===== config.mk =====
export PLATFORM = sky130hd
export DESIGN_NAME = display_scan_mux
export DESIGN_NICKNAME = d
export VERILOG_FILES = /design/src/rtl/display_pkg.sv /design/src/rtl/scan_prescaler.sv /design/src/rtl/display_scan_mux.sv
export SDC_FILE = /design/constraint.sdc
export NUM_CORES = 1
export LEC_CHECK = 0
export BUFFER_PORTS_ARGS = -buffer_cell sky130_fd_sc_hd__buf_2
export CAP_MARGIN = 25
export CORE_ASPECT_RATIO = 0.75
export CORE_MARGIN = 3
export CORE_UTILIZATION = 45
export CTS_CLUSTER_SIZE = 24
export DETAILED_ROUTE_END_ITERATION = 12
export GPL_TIMING_DRIVEN = 0
export HOLD_SLACK_MARGIN = 0.08
export PLACE_DENSITY = 0.74
export SLEW_MARGIN = 10
export SYNTH_ARGS = -nofsm -noshare
export SYNTH_HDL_FRONTEND = slang
export SYNTH_SLANG_ARGS = --single-unit

===== constraint.sdc =====
create_clock -name clk -period 5.05 [get_ports clk]
set_input_delay 0.2525 -clock clk [delete_from_list [all_inputs] [get_ports clk]]
set_output_delay 0.2525 -clock clk [all_outputs]
set_load 0.02 [all_outputs]

===== src/rtl/display_pkg.sv =====
// Shared definitions for the display scan multiplexer: width helper,
// the all-off anode pattern and the channel-index type.
package display_pkg;

  localparam int MAX_CHANNELS = 16;

  // Anodes are active-low, so "all off" is all ones; users slice to CHANNELS.
  localparam logic [MAX_CHANNELS-1:0] ANODE_OFF = '1;

  typedef logic [3:0] ch_idx_t;

  // Bits needed to hold values 0..n-1; never less than one.
  function automatic int clog2(input int n);
    int r;
    r = 0;
    for (int i = 0; i < 31; i++) begin
      if ((1 << i) < n) r = i + 1;
    end
    return (r < 1) ? 1 : r;
  endfunction

endpackage


===== src/rtl/scan_prescaler.sv =====
// Dwell prescaler: counts 0..REFRESH_DIV-1 while not held, flags the terminal
// count as tick, and exposes the count the next edge will load.
module scan_prescaler
  import display_pkg::*;
#(
  parameter int REFRESH_DIV = 100000,
  parameter int CW          = clog2(REFRESH_DIV)
) (
  input  logic          clk,
  input  logic          reset,
  input  logic          hold,
  output logic          tick,
  output logic [CW-1:0] count_nxt
);

  localparam logic [CW-1:0] LAST = CW'(REFRESH_DIV - 1);

  logic [CW-1:0] count;

  assign tick = !hold && (count == LAST);

  // NOTE: assign a default at the top of every always_comb so no path leaves
  // the output unassigned; a missed branch would otherwise infer a latch.
  always_comb begin
    count_nxt = count;
    if (!hold) count_nxt = (count == LAST) ? '0 : count + 1'b1;
  end

  // NOTE: state registers use non-blocking assignments so every flop samples
  // pre-edge values regardless of block ordering.
  always_ff @(posedge clk or negedge reset) begin
    if (!reset) count <= '0;
    else        count <= count_nxt;
  end

endmodule


===== src/rtl/display_scan_mux.sv =====
// Time-multiplexed display scanner: dwells REFRESH_DIV cycles per enabled
// channel, drives one active-low anode after a blanking window, and registers
// the selected code. Define DISPLAY_SCAN_MUX_LZ_BLANK_EN for leading-zero blanking.
module display_scan_mux
  import display_pkg::*;
#(
  parameter int CHANNELS     = 4,
  parameter int WIDTH        = 5,
  parameter int REFRESH_DIV  = 100000,
  parameter int BLANK_CYCLES = 2,
  parameter int SW           = clog2(CHANNELS),
  parameter int CW           = clog2(REFRESH_DIV)
) (
  input  logic                      clk,
  input  logic                      reset,
  input  logic                      enable,
  input  logic [CHANNELS*WIDTH-1:0] in,
  input  logic [CHANNELS-1:0]       ch_en,
  output logic [WIDTH-1:0]          out,
  output logic [SW-1:0]             sel,
  output logic [CHANNELS-1:0]       anode,
  output logic                      strobe
);

  localparam logic [CW-1:0] BLANK_C = CW'(BLANK_CYCLES);

  logic                tick;
  logic [CW-1:0]       cnt_nxt;
  logic [SW-1:0]       sel_srch;
  logic [SW-1:0]       sel_nxt;
  logic [SW-1:0]       cand;
  logic [CHANNELS-1:0] anode_nxt;
  logic                lz_blank;
  logic [WIDTH-1:0]    codes [CHANNELS];

  scan_prescaler #(
    .REFRESH_DIV(REFRESH_DIV),
    .CW         (CW)
  ) u_prescaler (
    .clk      (clk),
    .reset    (reset),
    .hold     (!enable),
    .tick     (tick),
    .count_nxt(cnt_nxt)
  );

  for (genvar k = 0; k < CHANNELS; k++) begin : g_codes
    assign codes[k] = in[k*WIDTH +: WIDTH];
  end

  // Nearest enabled channel above sel (wrapping); scanning from the far end
  // down lets the closest candidate win. Falls back to sel when none exists.
  always_comb begin
    sel_srch = sel;
    cand     = '0;
    for (int d = CHANNELS - 1; d >= 1; d--) begin
      cand = SW'((int'(sel) + d) % CHANNELS);
      if (ch_en[cand]) sel_srch = cand;
    end
  end

  assign sel_nxt = tick ? sel_srch : sel;

`ifdef DISPLAY_SCAN_MUX_LZ_BLANK_EN
  logic [CHANNELS-1:0] lz;

  // A channel is a leading zero when it and every higher channel code is 0.
  assign lz[0] = 1'b0;
  for (genvar k = 1; k < CHANNELS; k++) begin : g_lz
    assign lz[k] = (in[CHANNELS*WIDTH-1 : k*WIDTH] == '0);
  end

  assign lz_blank = lz[sel_nxt];
`else
  assign lz_blank = 1'b0;
`endif

  // Anode is decided from the values the next edge loads, so the drive
  // lines up with the new sel and count rather than lagging a cycle.
  always_comb begin
    anode_nxt = ANODE_OFF[CHANNELS-1:0];
    if (enable && ch_en[sel_nxt] && (cnt_nxt >= BLANK_C) && !lz_blank)
      anode_nxt[sel_nxt] = 1'b0;
  end

  always_ff @(posedge clk or negedge reset) begin
    if (!reset) begin
      sel    <= '0;
      out    <= '0;
      anode  <= ANODE_OFF[CHANNELS-1:0];
      strobe <= 1'b0;
    end else begin
      sel    <= sel_nxt;
      strobe <= tick;
      anode  <= anode_nxt;
      if (enable) out <= (|ch_en) ? codes[sel] : '0;
    end
  end

endmodule

==> results of run 1 <==
==> cell families (layout without fill, tap and decap cells) <==
logic type / Yosys count / after routing / share of synthesized area, %
and+or+nand+nor: 70 / 70 / 25.0
AOI/OAI and AO/OA: 30 / 30 / 11.4
muxes: 7 / 7 / 7.56
buffers and inverters: 24 / 71 / 5.64
DFF: 29 / 29 / 41.7
xor gates and xnor gates: 16 / 16 / 7.99
adders and majority gates: 1 / 1 / 0.713
==> critical path, delay by kind of cell, from the launching register on <==
family          cells  cell delay [ns]
compound gates      4             0.93
fa+ha+maj           1             0.36
flops               1             0.44
simple gates        2             0.74
==> cell type report <==
cell class	instances	area, um2	share of cell area, %
inverters	14	52.6	2.44
plain buffers	10	46.3	2.15
multi-input cells	124	925	43.0
flip-flops and latches	29	731	34.0
clock inverters	3	65.1	3.03
well taps	50	62.6	2.91
repair buffers	39	200	9.31
clock buffers	5	68.8	3.20
==> power groups by stage <==
stage | Combinational, mW | Clock, mW | Sequential, mW
finish | 0.189 | 0.290 | 0.311
global route | 0.211 | 0.302 | 0.317
CTS | 0.188 | 0.294 | 0.310
detailed placement | 0.185 | 0 | 0.313
global placement | 0.183 | 0 | 0.312
floorplan | 0.125 | 0 | 0.313
==> sequential cells by signal (all words and copies together) (netlist names) <==
register / flops
strobe: 1
u_prescaler.count: 17
out: 5
sel: 2
anode: 4
==> metal layers <==
metal,vias up,GRT usage (%)
li1,745,-
met1,716,30.5
met2,47,26.7
met3,2,5.42
met4,0,3.74
met5,-,0
==> worst paths after layout <==
path | startpoint | end | slack (ns) | cells after the start
max | u_prescaler.count[0]$_DFF_PN0_ | anode[1]$_DFF_PN1_ | 2.50 | 7
min | ch_en[2] | anode[2]$_DFF_PN1_ | 0.23 | 2
max reg2reg | u_prescaler.count[0]$_DFF_PN0_ | anode[1]$_DFF_PN1_ | 2.50 | 7
min reg2reg | out[4]$_DFFE_PN0P_ | out[4]$_DFFE_PN0P_ | 0.53 | 2
max in group asynchronous | reset | u_prescaler.count[3]$_DFF_PN0_ | 4.11 | 2
min in group asynchronous | reset | u_prescaler.count[8]$_DFF_PN0_ | 0.53 | 2
==> cells in the final DEF, fill, tap and decap left out, types with 6 or more instances in the layout <==
| cell | instances |
|---|---|
| buf_2 | 41 |
| dfrtp_1 | 25 |
| inv_1 | 13 |
| nand4_1 | 10 |
| nand2_1 | 9 |
| nor2_1 | 9 |
| xnor2_1 | 8 |
| xor2_1 | 8 |
| nor4_1 | 7 |
| a21oi_1 | 6 |
==> repair_timing <==
| item | 4_1_cts | 5_1_grt |
|---|---|---|
| endpoints found under the hold margin | 25 | 0 |
| endpoints found under the setup margin | 0 | 0 |
| hold buffers | 1 | 0 |
==> stage by stage <==
step	setup slack (ns)	cells
final	2.50	274
after global routing	2.31	274
after CTS	2.51	273
after detailed placement	2.56	264
after global placement	2.55	264
after floorplan	2.88	177
==> impl_metrics.yaml, run 1 <==
worst_hold_path:
  worst_hold_path_type: "primary input to register"
clocking:
  postCtsSetupBuffers: 0
  numCtsBuffers: 5
  cts.clk_slew.worst_paths_ns: 0.07
  ctsRootBufferMaster: "clkbuf_8"
  cts_tree: "built"
  cts.sinks: 29
  h-tree-depth: 2
  cts_max_path_buffers: 2
  cts_resized: 0
  worstSkewPairLatency_ns: 0.28
yosys:
  synth_most_common_cell: "dfrtp_1"
  ys_ff_latch: 29
  synth_area_leaders: "dfrtp_1 36%, mux4_2 6.4%, dfstp_2 6.0%"
  synthCells: 177
  yosys_warnings: 0
  synth-edff-count: 0
  async_reset_ff_share_pct: 100
  synth.avg_cell_area_um2: 9.91
  ys_seq_area_share_pct: 41.7
  synthFlopType: "dfrtp_1"
  synth_nets: 205
  synth.top_cell.area_share_pct: 35.7
  syn_area_um2: 1750
  synth_commonest_cells: "25 x dfrtp_1, 13 x inv_1, 10 x nand4_1"
  yosysUniqueCellTypes: 45
  yosysTopAreaCell: "dfrtp_1"
detailed_routing:
  top_layer_used: "met4"
  dr_wl_met2_um: 1770
  wirelength_um: 4230
  drcViolationCount: 0
  via_per_inst: 5.51
  met1Wirelength_um: 2170
  wl_met3_um: 267
  final_antenna_net_count: 0
  wl_per_cell_um: 15.4
  vias: 1510
  drt_iter0_drc: 104
  firstDrtPassIters: 4
floorplanning:
  core_area_um2: 3510
  chipWidth_um: 78.1
  initial_core_util_pct: 49.9
  die-height_um: 60.1
  fp-row-count: 18
  die-area_um2: 4690
  ios: 39
global_routing:
  grt_first_pass_wirelength_um: 7070
  grt_pass1_vias: 1404
  track_usage_pct: 19.5
  gr-total-overflow: 0
  grt_max_degree: 30
  antenna_found_initial: 0
sta:
  worst_hold_slack_ns: 0.230
  hold_viol: 0
  rsz0062_at_grt: "no"
  timing.setup.tns_ns: 0
  setup_viol: 0
  fin_crit_ns: 2.55
  fmax_mhz: 392
  maxSlewViolCount: 0
  worst_pin_slew_ns: 0.643
  period_share_pct: 50.6
  finalClockSkew_ns: 0.00464
  max_slew_margin_pct: 57.1
power:
  share_seq_of_total_power_pct: 39.4
  totalPowerFinal_mw: 0.791
  powerDensity_nw_per_um2: 368
  p_int_mw: 0.545
  p_sw_mw: 0.246
  combPwrFrac_pct: 23.9
  clockPowerShare_pct: 36.7
  leakage_nw: 0.988
  swShare_pct: 31.1
  peakVddDrop_mv: 0.202
critical_path:
  worstPathCellList: "ha_1 -> nand2_1 -> o31a_1 -> or4_4 -> a211oi_2 -> a21oi_1 -> o211ai_1"
  crit_fanout: 7
  cp.arrival_ns: 2.75
  setup.worst_path.class: "register to register"
  critPathLaunchType: "register"
  critPathCaptureType: "register"
  crit_required_ns: 5.25
  critPathMaxStageDelay_ns: 0.51
  slowest_stage: "or4_4"
placed_design:
  gp_congestion: 0.898
  dp_hpwl_um: 3130
  io_buffers: 37
  place_area_um2: 2000
finish:
  num-fill-cells: 306
  final_core_util_pct: 61.2
  syn_to_final_growth_pct: 22.6
  drive_gt1_share_pct: 29.9
  postLayoutCellArea_um2: 2150
  nNetsFinal: 251
  diodes: 0
outcome:
  status: "complete, no violations"
run:
  cap_violations: 0
Power figures use the tool's default switching activity.
==> inputs of run 2 (changes only) <==
clock period = 2.4 ns   (was 5.05 ns; I/O delays follow)
==> impl_metrics.yaml, run 2 (same netlist as run 1, synthesis figures left out) <==
placed_design:
  gp_congestion: 0.898
  place_area_um2: 2000
  dp_hpwl_um: 3130
  io_buffers: 37
  pre_cts_ws_ns: -0.0888
clocking:
  cts_max_path_buffers: 2
  cts.clk_slew.worst_paths_ns: 0.07
  ctsRootBufferMaster: "clkbuf_8"
  numCtsBuffers: 5
  cts.sinks: 29
  cts_tree: "built"
  h-tree-depth: 2
  worstSkewPairLatency_ns: 0.29
critical_path:
  crit_required_ns: 2.60
  crit_fanout: 7
  startpoint: "u_prescaler.count[0]$_DFF_PN0_"
  reg2reg_from: "u_prescaler.count[0]$_DFF_PN0_"
  cp.arrival_ns: 2.49
  worstPathCellList: "ha_4 -> nand2_2 -> o31a_1 -> or4_4 -> a211oi_2 -> a21oi_1 -> o211ai_1"
  critPathMaxStageDelay_ns: 0.51
  critPathCaptureType: "register"
  setup.worst_path.class: "register to register"
  path_buf_inv: 0
  path_delay_family: "compound AO/OA/AOI/OAI gates"
  slowest_stage: "or4_4"
  critPathLaunchType: "register"
global_routing:
  antenna_found_initial: 0
  grt_first_pass_wirelength_um: 7110
  track_usage_pct: 19.7
  gr-total-overflow: 0
  grt_pass1_vias: 1411
  grt_max_degree: 30
detailed_routing:
  wl_per_cell_um: 16.1
  drt_iter0_drc: 121
  dr_wl_met2_um: 1840
  final_antenna_net_count: 0
  wirelength_um: 4420
  drcViolationCount: 0
  met1Wirelength_um: 2180
  firstDrtPassIters: 4
  vias: 1508
  via_per_inst: 5.50
  wl_met3_um: 373
  top_layer_used: "met4"
floorplanning:
  die-height_um: 60.1
  ios: 39
  core_area_um2: 3510
  fp-row-count: 18
  die-area_um2: 4690
  chipWidth_um: 78.1
  initial_core_util_pct: 49.9
power:
  peakVddDrop_mv: 0.432
  powerDensity_nw_per_um2: 790
  totalPowerFinal_mw: 1.75
  leakage_nw: 0.999
finish:
  postLayoutCellArea_um2: 2210
  num-fill-cells: 293
  seqCellArea_um2: 733
  largest_reg_flops: 17
  diodes: 0
  layout_common_cells: "41 x buf_2, 23 x dfrtp_1, 13 x inv_1"
  largest-register: "u_prescaler.count"
  nNetsFinal: 251
  final_common_cell: "buf_2"
  reg_top3: "u_prescaler.count (17), out (5), anode (4)"
  multi_input_area_um2: 978
  drive_gt1_share_pct: 35.7
  syn_to_final_growth_pct: 26.1
sta:
  fin_crit_ns: 2.29
  hold_viol: 0
  max_slew_margin_pct: 57.1
  setup_slack_ns: 0.110
  fmax_mhz: 437
  setup_viol: 0
  worst_pin_slew_ns: 0.644
  finalClockSkew_ns: 0.00480
  timing.setup.tns_ns: 0
  period_share_pct: 95.4
  maxSlewViolCount: 0
worst_hold_path:
  worst_hold_path_type: "primary input to register"
  min_from: "ch_en[2]"
outcome:
  status: "complete, no violations"
run:
  cap_violations: 0
[run 2: layout make-up]
type,instances,share of cell area [%]
plain buffers,9,1.98
clock buffers,5,3.11
clock inverters,3,2.94
inverters,14,2.38
multi-input cells,124,44.2
flip-flops and latches,29,33.1
well taps,50,2.83
repair buffers,40,9.39
[run 2: stage by stage]
| step | cells | hold WS [ns] | utilization [%] |
|---|---|---|---|
| global route | 274 | 0.106 | 63.0 |
| global placement | 264 | 0.180 | 57.0 |
| detailed placement | 264 | 0.184 | 57.0 |
| floorplan | 177 | -0.176 | - |
| CTS | 273 | 0.0941 | 61.5 |
| finish | 274 | 0.0905 | 63.0 |
[run 2: timing repair]
item                                    in CTS  in global routing
pin swaps                                    0                  0
gates resized for setup                      3                 11
hold endpoints to repair                    25                  0
endpoints found under the setup margin       4                  4
hold buffers                                 1                  0
setup buffers                                0                  1
[run 2: worst paths after layout]
check	slack, ns	endpoint	cells past startpoint
max	0.11	anode[1]$_DFF_PN1_	7
min	0.09	anode[2]$_DFF_PN1_	2
min in group asynchronous	0.39	sel[0]$_DFF_PN0_	2
min reg2reg	0.53	out[4]$_DFFE_PN0P_	2
max in group asynchronous	1.55	u_prescaler.count[1]$_DFF_PN0_	2
max reg2reg	0.11	anode[1]$_DFF_PN1_	7
[run 2: layer usage]
metal | vias up | GRT usage (%)
li1 | 747 | -
met1 | 701 | 30.6
met2 | 58 | 27.1
met3 | 2 | 5.42
met4 | 0 | 3.74
met5 | - | 0
[run 2: worst reg2reg max path, cell delays in order, from the launching register on]
cell and delay (ns):
dfrtp_2 0.43, ha_4 0.21, nand2_2 0.13, o31a_1 0.33
or4_4 0.51, a211oi_2 0.23, a21oi_1 0.13, o211ai_1 0.23
[run 2: power by group]
| part | total (mW) | internal (mW) | switching (mW) |
|---|---|---|---|
| logic | 0.467 | 0.212 | 0.254 |
| clock network | 0.612 | 0.412 | 0.200 |
| registers | 0.668 | 0.567 | 0.101 |
| total | 1.75 | 1.19 | 0.555 |
==> inputs of run 3 (changes only) <==
PLACE_DENSITY = 0.77   (was 0.74)
clock period = 2.05 ns   (was 2.4 ns; I/O delays follow)
==> impl_metrics.yaml, run 3 (same netlist as run 1, synthesis figures left out) <==
power:
  leakage_nw: 1.11
  powerDensity_nw_per_um2: 829
  peakVddDrop_mv: 0.514
finish:
  diodes: 0
  multi_input_area_um2: 1050
  drive_gt1_share_pct: 46.1
  largest-register: "u_prescaler.count"
  largest_reg_flops: 17
  layout_common_cells: "38 x buf_2, 20 x buf_4, 18 x dfrtp_1"
  final_common_cell: "buf_2"
  seqCellArea_um2: 739
  reg_top3: "u_prescaler.count (17), out (5), anode (4)"
  syn_to_final_growth_pct: 36.4
  num-fill-cells: 291
  nNetsFinal: 268
floorplanning:
  chipWidth_um: 78.1
  fp-row-count: 18
  core_area_um2: 3510
  initial_core_util_pct: 49.9
  ios: 39
  die-height_um: 60.1
  die-area_um2: 4690
sta:
  rsz0062_at_grt: "yes"
  worst_pin_slew_ns: 0.805
  setup_slack_ns: -0.122
  worst_hold_slack_ns: 0.0930
  period_share_pct: 106
  maxSlewViolCount: 0
  max_slew_margin_pct: 45.7
  fin_crit_ns: 2.17
  finalClockSkew_ns: 0.00746
  setup_viol: 4
  hold_viol: 0
  fmax_mhz: 460
critical_path:
  critPathLaunchType: "register"
  crit_fanout: 7
  setup.worst_path.class: "register to register"
  reg2reg_from: "u_prescaler.count[8]$_DFF_PN0_"
  r2r_cells: 7
  path_delay_family: "simple AND/OR/NAND/NOR gates"
  worstPathCellList: "buf_6 -> or3_4 -> nor4_4 -> nand2_2 -> a211oi_2 -> and3b_2 -> o211ai_1"
  critPathCaptureType: "register"
  ff2ff_setup_slack_ns: -0.12
  slowest_stage: "nor4_4"
  r2r-end: "anode[2]$_DFF_PN1_"
  cp.depth: 7
  endpoint: "anode[2]$_DFF_PN1_"
  startpoint: "u_prescaler.count[8]$_DFF_PN0_"
  critPathMaxStageDelay_ns: 0.38
  crit_required_ns: 2.24
  path_buf_inv: 1
  cp.arrival_ns: 2.37
detailed_routing:
  drcViolationCount: 0
  via_per_inst: 5.72
  final_antenna_net_count: 0
  drt_iter0_drc: 103
  wl_per_cell_um: 17.0
  vias: 1664
  firstDrtPassIters: 4
  wirelength_um: 4950
global_routing:
  track_usage_pct: 22.1
  gr-total-overflow: 0
  grt_max_degree: 30
  grt_pass1_vias: 1562
  grt_first_pass_wirelength_um: 7880
  antenna_found_initial: 0
run:
  cap_violations: 0
placed_design:
  dp_hpwl_um: 3280
  pre_cts_ws_ns: -0.327
  gp_congestion: 0.847
  io_buffers: 37
clocking:
  cts_tree: "built"
  cts.sinks: 29
  ctsRootBufferMaster: "clkbuf_8"
  cts_max_path_buffers: 2
  cts.clk_slew.worst_paths_ns: 0.07
  numCtsBuffers: 5
  worstSkewPairLatency_ns: 0.29
  h-tree-depth: 2
outcome:
  violations: "setup timing"
  status: "finished, violations left"
worst_hold_path:
  worst_hold_path_type: "primary input to register"
  hold_depth: 2
[run 3: cell count changes in the layout (fill, tap and decap cells not counted), sizes merged]
cell	change
bufinv	-2
clkbuf	-1
clkinv	+1
buf	+19
[run 3: area by class of cell]
class | count | area share [%]
Buffer | 8 | 2.56
Multi-Input combinational cell | 124 | 43.7
Tap cell | 50 | 2.61
Clock buffer | 6 | 3.03
Clock inverter | 2 | 0.418
Sequential cell | 29 | 30.9
Timing Repair Buffer | 58 | 14.6
Inverter | 14 | 2.20
[run 3: worst min-delay path by stage]
stage / from / to
after global placement: reset / u_prescaler.count[12]$_DFF_PN0_
after global routing: ch_en[3] / anode[3]$_DFF_PN1_
after floorplan: reset / out[0]$_DFFE_PN0P_
after detailed placement: reset / u_prescaler.count[12]$_DFF_PN0_
after CTS: ch_en[0] / anode[0]$_DFF_PN1_
final: ch_en[0] / anode[0]$_DFF_PN1_
[run 3: timing repair]
action,CTS,global route
endpoints found under the setup margin,4,5
pin swaps,17,12
resized for setup,22,16
hold endpoints to repair,25,0
hold buffers,1,0
buffers inserted,13,7
[run 3: metal layers]
metal	vias to the layer above	wire length, um	track usage (%)
met4	0	74	5.24
met5	-	0	0
met2	72	2380	33.3
li1	773	-	-
met1	811	2210	32.6
met3	8	282	4.67
[run 3: worst reg2reg max path, cell delays in order, from the launching register on]
cell and delay [ns]:
dfrtp_1 0.37, buf_6 0.13, or3_4 0.37, nor4_4 0.38, nand2_2 0.14, a211oi_2 0.24, and3b_2 0.25, o211ai_1 0.21
[run 3: per-stage QoR]
step           cells  total power, mW  setup TNS, ns  util, %  instance area, um2
2_1_floorplan    177             1.11              0        -                1770
3_3_place_gp     264             1.25          -1.09     57.4                2020
3_5_place_dp     264             1.27          -1.15     57.4                2020
4_1_cts          284             1.91         -0.121     64.7                2270
5_1_grt          291             2.11         -0.624     68.1                2390
6_report         291             1.98         -0.315     68.1                2390
[run 3: power by group]
part	switching, mW	internal [mW]
clock	0.227	0.235
sequential	0.0967	0.668
combinational	0.389	0.369
